### src/rtl/redundant_accumulator_pkg.sv
//==============================================================================
// Module : redundant_accumulator_pkg
// Desc   : Shared state encoding and default widths for the accumulator and
//          the dot-product array that feeds it.
// Rev    : 1.0 - initial release
//==============================================================================
`default_nettype none

package redundant_accumulator_pkg;

   localparam int unsigned DOT_OUT_WIDTH = 20;
   localparam int unsigned ACC_WIDTH_DEF = 32;
   localparam int unsigned CNT_WIDTH_DEF = 16;

   typedef enum logic [0:0] {
      ACCUM = 1'b0,
      HOLD  = 1'b1
   } acc_state_e;

endpackage

`default_nettype wire

### src/rtl/redundant_accumulator_cs_resolve.sv
//==============================================================================
// Module : cs_resolve
// Desc   : Carry-propagate add of a carry-save pair, sign-extended to the
//          accumulator width.
// Rev    : 1.0 - initial release
//==============================================================================
`default_nettype none

module cs_resolve
   import redundant_accumulator_pkg::*;
#(
   parameter int unsigned IN_WIDTH  = DOT_OUT_WIDTH,
   parameter int unsigned ACC_WIDTH = ACC_WIDTH_DEF
) (
   input  logic [IN_WIDTH-1:0]  sum_i,
   input  logic [IN_WIDTH-1:0]  carry_i,
   output logic [ACC_WIDTH-1:0] value_o
);

   logic [IN_WIDTH-1:0] w_raw;

   // Modulo 2^IN_WIDTH add; the result is read as two's complement.
   assign w_raw = sum_i + carry_i;

   if (ACC_WIDTH > IN_WIDTH) begin : g_sign_ext
      assign value_o = {{(ACC_WIDTH - IN_WIDTH){w_raw[IN_WIDTH-1]}}, w_raw};
   end else begin : g_same_width
      assign value_o = w_raw[ACC_WIDTH-1:0];
   end

endmodule

`default_nettype wire

### src/rtl/redundant_accumulator.sv
//==============================================================================
// Module : redundant_accumulator
// Desc   : Resolves carry-save beats and accumulates them per packet with
//          per-beat saturation; the packet result is held until consumed.
// Rev    : 1.0 - initial release
//==============================================================================
`default_nettype none

module redundant_accumulator
   import redundant_accumulator_pkg::*;
#(
   parameter int unsigned IN_WIDTH  = DOT_OUT_WIDTH,
   parameter int unsigned ACC_WIDTH = ACC_WIDTH_DEF,
   parameter int unsigned CNT_WIDTH = CNT_WIDTH_DEF
) (
   input  logic                 clk_i,
   input  logic                 rst_ni,
   input  logic                 in_valid_i,
   output logic                 in_ready_o,
   input  logic [IN_WIDTH-1:0]  in_sum_i,
   input  logic [IN_WIDTH-1:0]  in_carry_i,
   input  logic                 in_last_i,
   output logic                 out_valid_o,
   input  logic                 out_ready_i,
   output logic [ACC_WIDTH-1:0] out_data_o,
   output logic                 out_sat_o,
   output logic [CNT_WIDTH-1:0] out_count_o
);

   if (ACC_WIDTH < IN_WIDTH) begin : g_width_check
      $error("redundant_accumulator: ACC_WIDTH must be >= IN_WIDTH");
   end

   localparam logic [ACC_WIDTH-1:0] ACC_MAX = {1'b0, {(ACC_WIDTH-1){1'b1}}};
   localparam logic [ACC_WIDTH-1:0] ACC_MIN = {1'b1, {(ACC_WIDTH-1){1'b0}}};

   acc_state_e           r_state;
   acc_state_e           w_state_next;
   logic                 r_s1_valid;
   logic                 r_s1_last;
   logic [ACC_WIDTH-1:0] r_s1_data;
   logic [ACC_WIDTH-1:0] w_resolved;
   logic                 w_s1_consume;
   logic                 w_in_accept;

   logic [ACC_WIDTH-1:0] r_acc;
   logic                 r_sat;
   logic [CNT_WIDTH-1:0] r_cnt;
   logic [ACC_WIDTH:0]   w_sum_wide;
   logic                 w_ovf_pos;
   logic                 w_ovf_neg;
   logic [ACC_WIDTH-1:0] w_acc_next;
   logic                 w_sat_next;
   logic [CNT_WIDTH-1:0] w_cnt_next;

   logic [ACC_WIDTH-1:0] r_out_data;
   logic                 r_out_sat;
   logic [CNT_WIDTH-1:0] r_out_count;

   cs_resolve #(
      .IN_WIDTH  (IN_WIDTH),
      .ACC_WIDTH (ACC_WIDTH)
   ) u_cs_resolve (
      .sum_i   (in_sum_i),
      .carry_i (in_carry_i),
      .value_o (w_resolved)
   );

   // Ready depends only on registered state, never on in_valid_i.
   assign w_s1_consume = r_s1_valid && (r_state == ACCUM);
   assign in_ready_o   = !r_s1_valid || w_s1_consume;
   assign w_in_accept  = in_valid_i && in_ready_o;

   // One guard bit exposes signed overflow of the per-beat add.
   assign w_sum_wide = {r_acc[ACC_WIDTH-1], r_acc} + {r_s1_data[ACC_WIDTH-1], r_s1_data};
   assign w_ovf_pos  = (w_sum_wide[ACC_WIDTH:ACC_WIDTH-1] == 2'b01);
   assign w_ovf_neg  = (w_sum_wide[ACC_WIDTH:ACC_WIDTH-1] == 2'b10);
   assign w_acc_next = w_ovf_pos ? ACC_MAX :
                       w_ovf_neg ? ACC_MIN : w_sum_wide[ACC_WIDTH-1:0];
   assign w_sat_next = r_sat || w_ovf_pos || w_ovf_neg;
   assign w_cnt_next = (&r_cnt) ? r_cnt : r_cnt + CNT_WIDTH'(1);

   always_comb begin
      w_state_next = r_state;
      out_valid_o  = 1'b0;
      case (r_state)
         ACCUM: begin
            if (w_s1_consume && r_s1_last) begin
               w_state_next = HOLD;
            end
         end
         HOLD: begin
            out_valid_o = 1'b1;
            if (out_ready_i) begin
               w_state_next = ACCUM;
            end
         end
         default: w_state_next = ACCUM;
      endcase
   end

   always_ff @(posedge clk_i or negedge rst_ni) begin
      if (!rst_ni) begin
         r_state    <= ACCUM;
         r_s1_valid <= 1'b0;
         r_s1_last  <= 1'b0;
         r_s1_data  <= '0;
      end else begin
         r_state <= w_state_next;
         if (w_in_accept) begin
            r_s1_valid <= 1'b1;
            r_s1_data  <= w_resolved;
            r_s1_last  <= in_last_i;
         end else if (w_s1_consume) begin
            r_s1_valid <= 1'b0;
         end
      end
   end

   // The last beat is folded into the output registers while the running
   // totals restart for the next packet.
   always_ff @(posedge clk_i or negedge rst_ni) begin
      if (!rst_ni) begin
         r_acc       <= '0;
         r_sat       <= 1'b0;
         r_cnt       <= '0;
         r_out_data  <= '0;
         r_out_sat   <= 1'b0;
         r_out_count <= '0;
      end else if (w_s1_consume) begin
         if (r_s1_last) begin
            r_out_data  <= w_acc_next;
            r_out_sat   <= w_sat_next;
            r_out_count <= w_cnt_next;
            r_acc       <= '0;
            r_sat       <= 1'b0;
            r_cnt       <= '0;
         end else begin
            r_acc <= w_acc_next;
            r_sat <= w_sat_next;
            r_cnt <= w_cnt_next;
         end
      end
   end

   assign out_data_o  = r_out_data;
   assign out_sat_o   = r_out_sat;
   assign out_count_o = r_out_count;

endmodule

`default_nettype wire

### config.mk
export PLATFORM = sky130hd
export DESIGN_NAME = redundant_accumulator
export DESIGN_NICKNAME = d
export VERILOG_FILES = /design/src/rtl/redundant_accumulator_pkg.sv /design/src/rtl/redundant_accumulator_cs_resolve.sv /design/src/rtl/redundant_accumulator.sv
export SDC_FILE = /design/constraint.sdc
export NUM_CORES = 1
export LEC_CHECK = 0
export CAP_MARGIN = 20
export CORE_ASPECT_RATIO = 0.9
export CORE_UTILIZATION = 51
export CTS_CLUSTER_SIZE = 28
export DETAILED_ROUTE_END_ITERATION = 16
export PLACE_DENSITY = 0.78
export SLEW_MARGIN = 20
export SYNTH_ARGS = -nofsm -noshare
export SYNTH_HDL_FRONTEND = slang
export SYNTH_SLANG_ARGS = --single-unit
### constraint.sdc
create_clock -name clk_i -period 2.9 [get_ports clk_i]
set_clock_uncertainty 0.15 [all_clocks]
set_input_delay 0.58 -clock clk_i [delete_from_list [all_inputs] [get_ports clk_i]]
set_output_delay 0.58 -clock clk_i [all_outputs]
set_load 0.005 [all_outputs]
==> flow_metrics.py <==
metrics = {
    "finish": {
        "seq_area_sq_um": 3030,
        "drive_gt1_share_pct": 24.4,
        "fill_cells": 996,
        "area_growth_pct": 44.9,
        "fin_cells": 1349,
        "final_cell_mix": "buf_4, nand2_1, dfrtp_1",
        "final_nets": 1238,
        "multi_input_area_sq_um": 4980,
        "diodes": 0,
        "final_common_cell": "buf_4",
    },
    "global_routing": {
        "grt_pass1_vias": 7389,
        "grt-ovfl-total": 0,
        "grt_usage_pct": 28.7,
        "grt_max_degree": 44,
        "grt_pass1_wl_mm": 36.1,
        "grt_antenna_before_repair": 0,
    },
    "die": {
        "die_area_sq_um": 15700,
        "die_w_um": 132,
        "fp-row-count": 42,
        "die_y_um": 119,
        "io_pins": 96,
        "initial_core_util_pct": 52.6,
        "core-area_sq_um": 14800,
    },
    "outcome": {
        "violations": "negative setup slack",
        "status": "complete, but fails checks",
    },
    "timing": {
        "setup_viol": 64,
        "fin_tns_setup_ps": -17380,
        "slew_headroom_pct": 59.6,
        "hold_viol_final": 0,
        "fmax_mhz": 306,
        "timing.final.ws_setup_ps": -366,
        "fin_worst_hold_slack_ps": 318,
        "post-route-period-util_pct": 113,
        "drv_slew": 0,
        "layout_min_cycle_time_ps": 3270,
        "worst_pin_slew_ps": 605,
        "rsz0062_at_grt": "yes",
    },
    "setup_path": {
        "crit_chain": "ha_2, inv_2, fa_2, nor2b_4, o311ai_4, a311o_1, a2111oi_4, buf_4, nor4b_4, mux2i_4, buf_4, clkbuf_16, nand2_1, a21oi_1",
        "cp-end-kind": "register",
        "path_buf_inv": 4,
        "cp.required_ps": 3090,
        "critPathMostFrequentCell": "buf_4",
        "cp.arrival_ps": 3460,
        "cp_top_family": "compound AO/OA/AOI/OAI gates",
        "start_kind": "register",
        "critical_path_class": "reg2reg",
        "cp_max_fo": 4,
        "slowest_stage": "a311o_1",
        "slowest_delay_ps": 410,
    },
    "synthesis": {
        "synth_warnings": 0,
        "synthesis.nets": 1007,
        "yosys.area.top_type": "dfrtp_1",
        "synth_seq_cells": 121,
        "synth_area_leaders": "dfrtp_1, ha_1, nand2_1",
        "synthArstFlopShare_pct": 100,
        "syn_area_per_cell_sq_um": 8.55,
        "yosysTopAreaCellShare_pct": 39.0,
        "synth-seq-area-share_pct": 39.0,
        "yosysUniqueCellTypes": 63,
        "synth_edf_count": 0,
        "syn-cell-area_sq_um": 7760,
        "synthCells": 908,
        "synth_flop_cell": "dfrtp_1",
    },
    "drt": {
        "detail_route.first_pass.iterations": 6,
        "drc": 0,
        "vias_per_cell": 5.87,
        "wl_per_cell_um": 17.1,
        "drt_iter0_drc": 627,
        "wl_mm": 23.1,
        "via_count": 7914,
        "antenna_left": 0,
    },
    "clock_network": {
        "cts-htree-levels": 4,
        "root_buffer": "clkbuf_16",
        "cts_tree": "yes",
        "insertion_delay_ps": 430,
        "cts-buffers-inserted": 17,
        "cts_sinks": 121,
        "clockBufferDepth": 2,
        "path_clk_slew_ps": 60,
    },
    "worst_hold_path": {
        "hold_path_class": "reg2reg",
    },
    "pwr": {
        "pwr-share-seq_pct": 20.6,
        "p_clk_share_pct": 15.9,
        "ir_worst_vdd_v": 0.000769,
        "p_leak_nw": 5.10,
        "pwr-share-comb_pct": 63.5,
        "internal_power_mw": 7.76,
        "p_per_area_nw_per_um2": 1220,
        "swShare_pct": 43.5,
        "p_switching_mw": 5.98,
    },
    "placed_design": {
        "numPortBuffers": 95,
        "gp_congestion": 0.904,
        "hpwl_mm": 15.5,
        "placedCellCount": 1302,
    },
    "flow_run": {
        "timing.max_cap.violations": 0,
    },
}
==> stage by stage <==
stage / cell area, sq um / worst slack [ps] / utilization [%] / power (mW)
6_report: 11200 / -366 / 76.1 / 13.7
5_1_grt: 11200 / -450 / 76.1 / 14.5
4_1_cts: 10800 / -268 / 72.9 / 12.6
3_5_place_dp: 9970 / -520 / 67.5 / 9.99
3_3_place_gp: 9970 / -522 / 67.5 / 9.84
2_1_floorplan: 7800 / 3.00 / - / 6.84
==> power by group through the flow <==
stage               combinational (mW)  sequential, mW  clock, mW
floorplan                         4.15            2.69          0
global placement                  7.04            2.80          0
detailed placement                7.17            2.82          0
CTS                               7.60            2.81       2.20
global route                      9.36            2.89       2.29
finish                            8.73            2.82       2.19
==> registers in the layout, indices dropped and copies added, names as in the netlist <==
| name | count |
|---|---|
| out_count_o | 16 |
| out_data_o | 32 |
| out_sat_o | 1 |
| r_acc | 32 |
| r_cnt | 16 |
| r_s1_data | 20 |
| r_s1_last | 1 |
| r_s1_valid | 1 |
| r_sat | 1 |
| r_state | 1 |
==> Yosys cell counts (2+ instances only) <==
| master | number |
|---|---|
| o21a_1 | 12 |
| nand4_1 | 12 |
| o21bai_1 | 6 |
| nand2b_1 | 6 |
| o2111a_1 | 2 |
| o21ai_0 | 88 |
| and3_1 | 14 |
| clkbuf_1 | 28 |
| nor4_1 | 2 |
| a21oi_1 | 96 |
| ha_1 | 52 |
| o311a_1 | 2 |
| o211ai_1 | 7 |
| xnor2_1 | 28 |
| nor3_1 | 14 |
| o31ai_1 | 8 |
| fa_1 | 2 |
| o221ai_1 | 3 |
| and4_1 | 3 |
| nand3b_1 | 2 |
| nand3_1 | 45 |
| a211oi_1 | 11 |
| mux2i_1 | 10 |
| or3_1 | 6 |
| a21o_1 | 16 |
| xor2_1 | 23 |
| dfrtp_1 | 121 |
| nor2_1 | 76 |
| buf_6 | 2 |
| a221oi_1 | 2 |
| nand2_1 | 142 |
| mux2_2 | 2 |
| inv_1 | 17 |
| buf_2 | 6 |
| nor2b_1 | 6 |
| a31oi_1 | 9 |
==> per-layer routing <==
metal  wire length [um]  global-route usage [%]  vias to the layer above
met5                  0                       0                        -
met4                788                    9.88                        0
met3               1350                    4.13                       78
met2              11100                    48.3                      312
met1               9860                    38.0                     3789
li1                   -                       -                     3735
==> worst min-delay path, stage by stage (launching register included) <==
cell,delay [ps]
dfrtp_1,340
nand2_1,50
nand2_1,50
==> layout make-up <==
class / count / share of cell area (%)
multi-input combinational: 733 / 44.3
clock inverter: 13 / 1.49
sequential: 121 / 27.0
inverter: 17 / 0.567
clock buffer: 18 / 3.82
timing repair buffer: 249 / 20.7
tap: 198 / 2.20
==> path summary, 6_finish.rpt <==
kind,startpoint,endpoint,slack (ps),cells past startpoint
setup / recovery,r_s1_data[0],r_acc[10],-370,14
hold reg to reg,out_sat_o,out_sat_o,320,2
hold / removal,out_sat_o,out_sat_o,320,2
max in group asynchronous,rst_ni,r_acc[2],1340,3
setup reg to reg,r_s1_data[0],r_acc[10],-370,14
min in group asynchronous,rst_ni,out_data_o[25],530,2
==> kinds of logic (layout without fill, tap and decap cells) <==
logic type                 after synthesis  after routing  share of synthesized area [%]
DFF                                    121            121                           39.0
xor gates and xnor gates                51             51                           5.76
AOI/OAI and AO/OA                      279            279                           22.2
adders and majority gates               54             54                           8.90
muxes                                   13             13                           1.87
and+or+nand+nor                        336            336                           19.4
buffers and inverters                   54            297                           2.95
==> repair_timing <==
action,4_1_cts,5_1_grt
endpoints found under the hold margin,2,0
setup buffers,5,10
gates cloned,1,3
setup endpoints to repair,66,84
pin swaps,11,32
resized for setup,33,92
hold buffers,1,0
(Power assumes the default switching activity.)
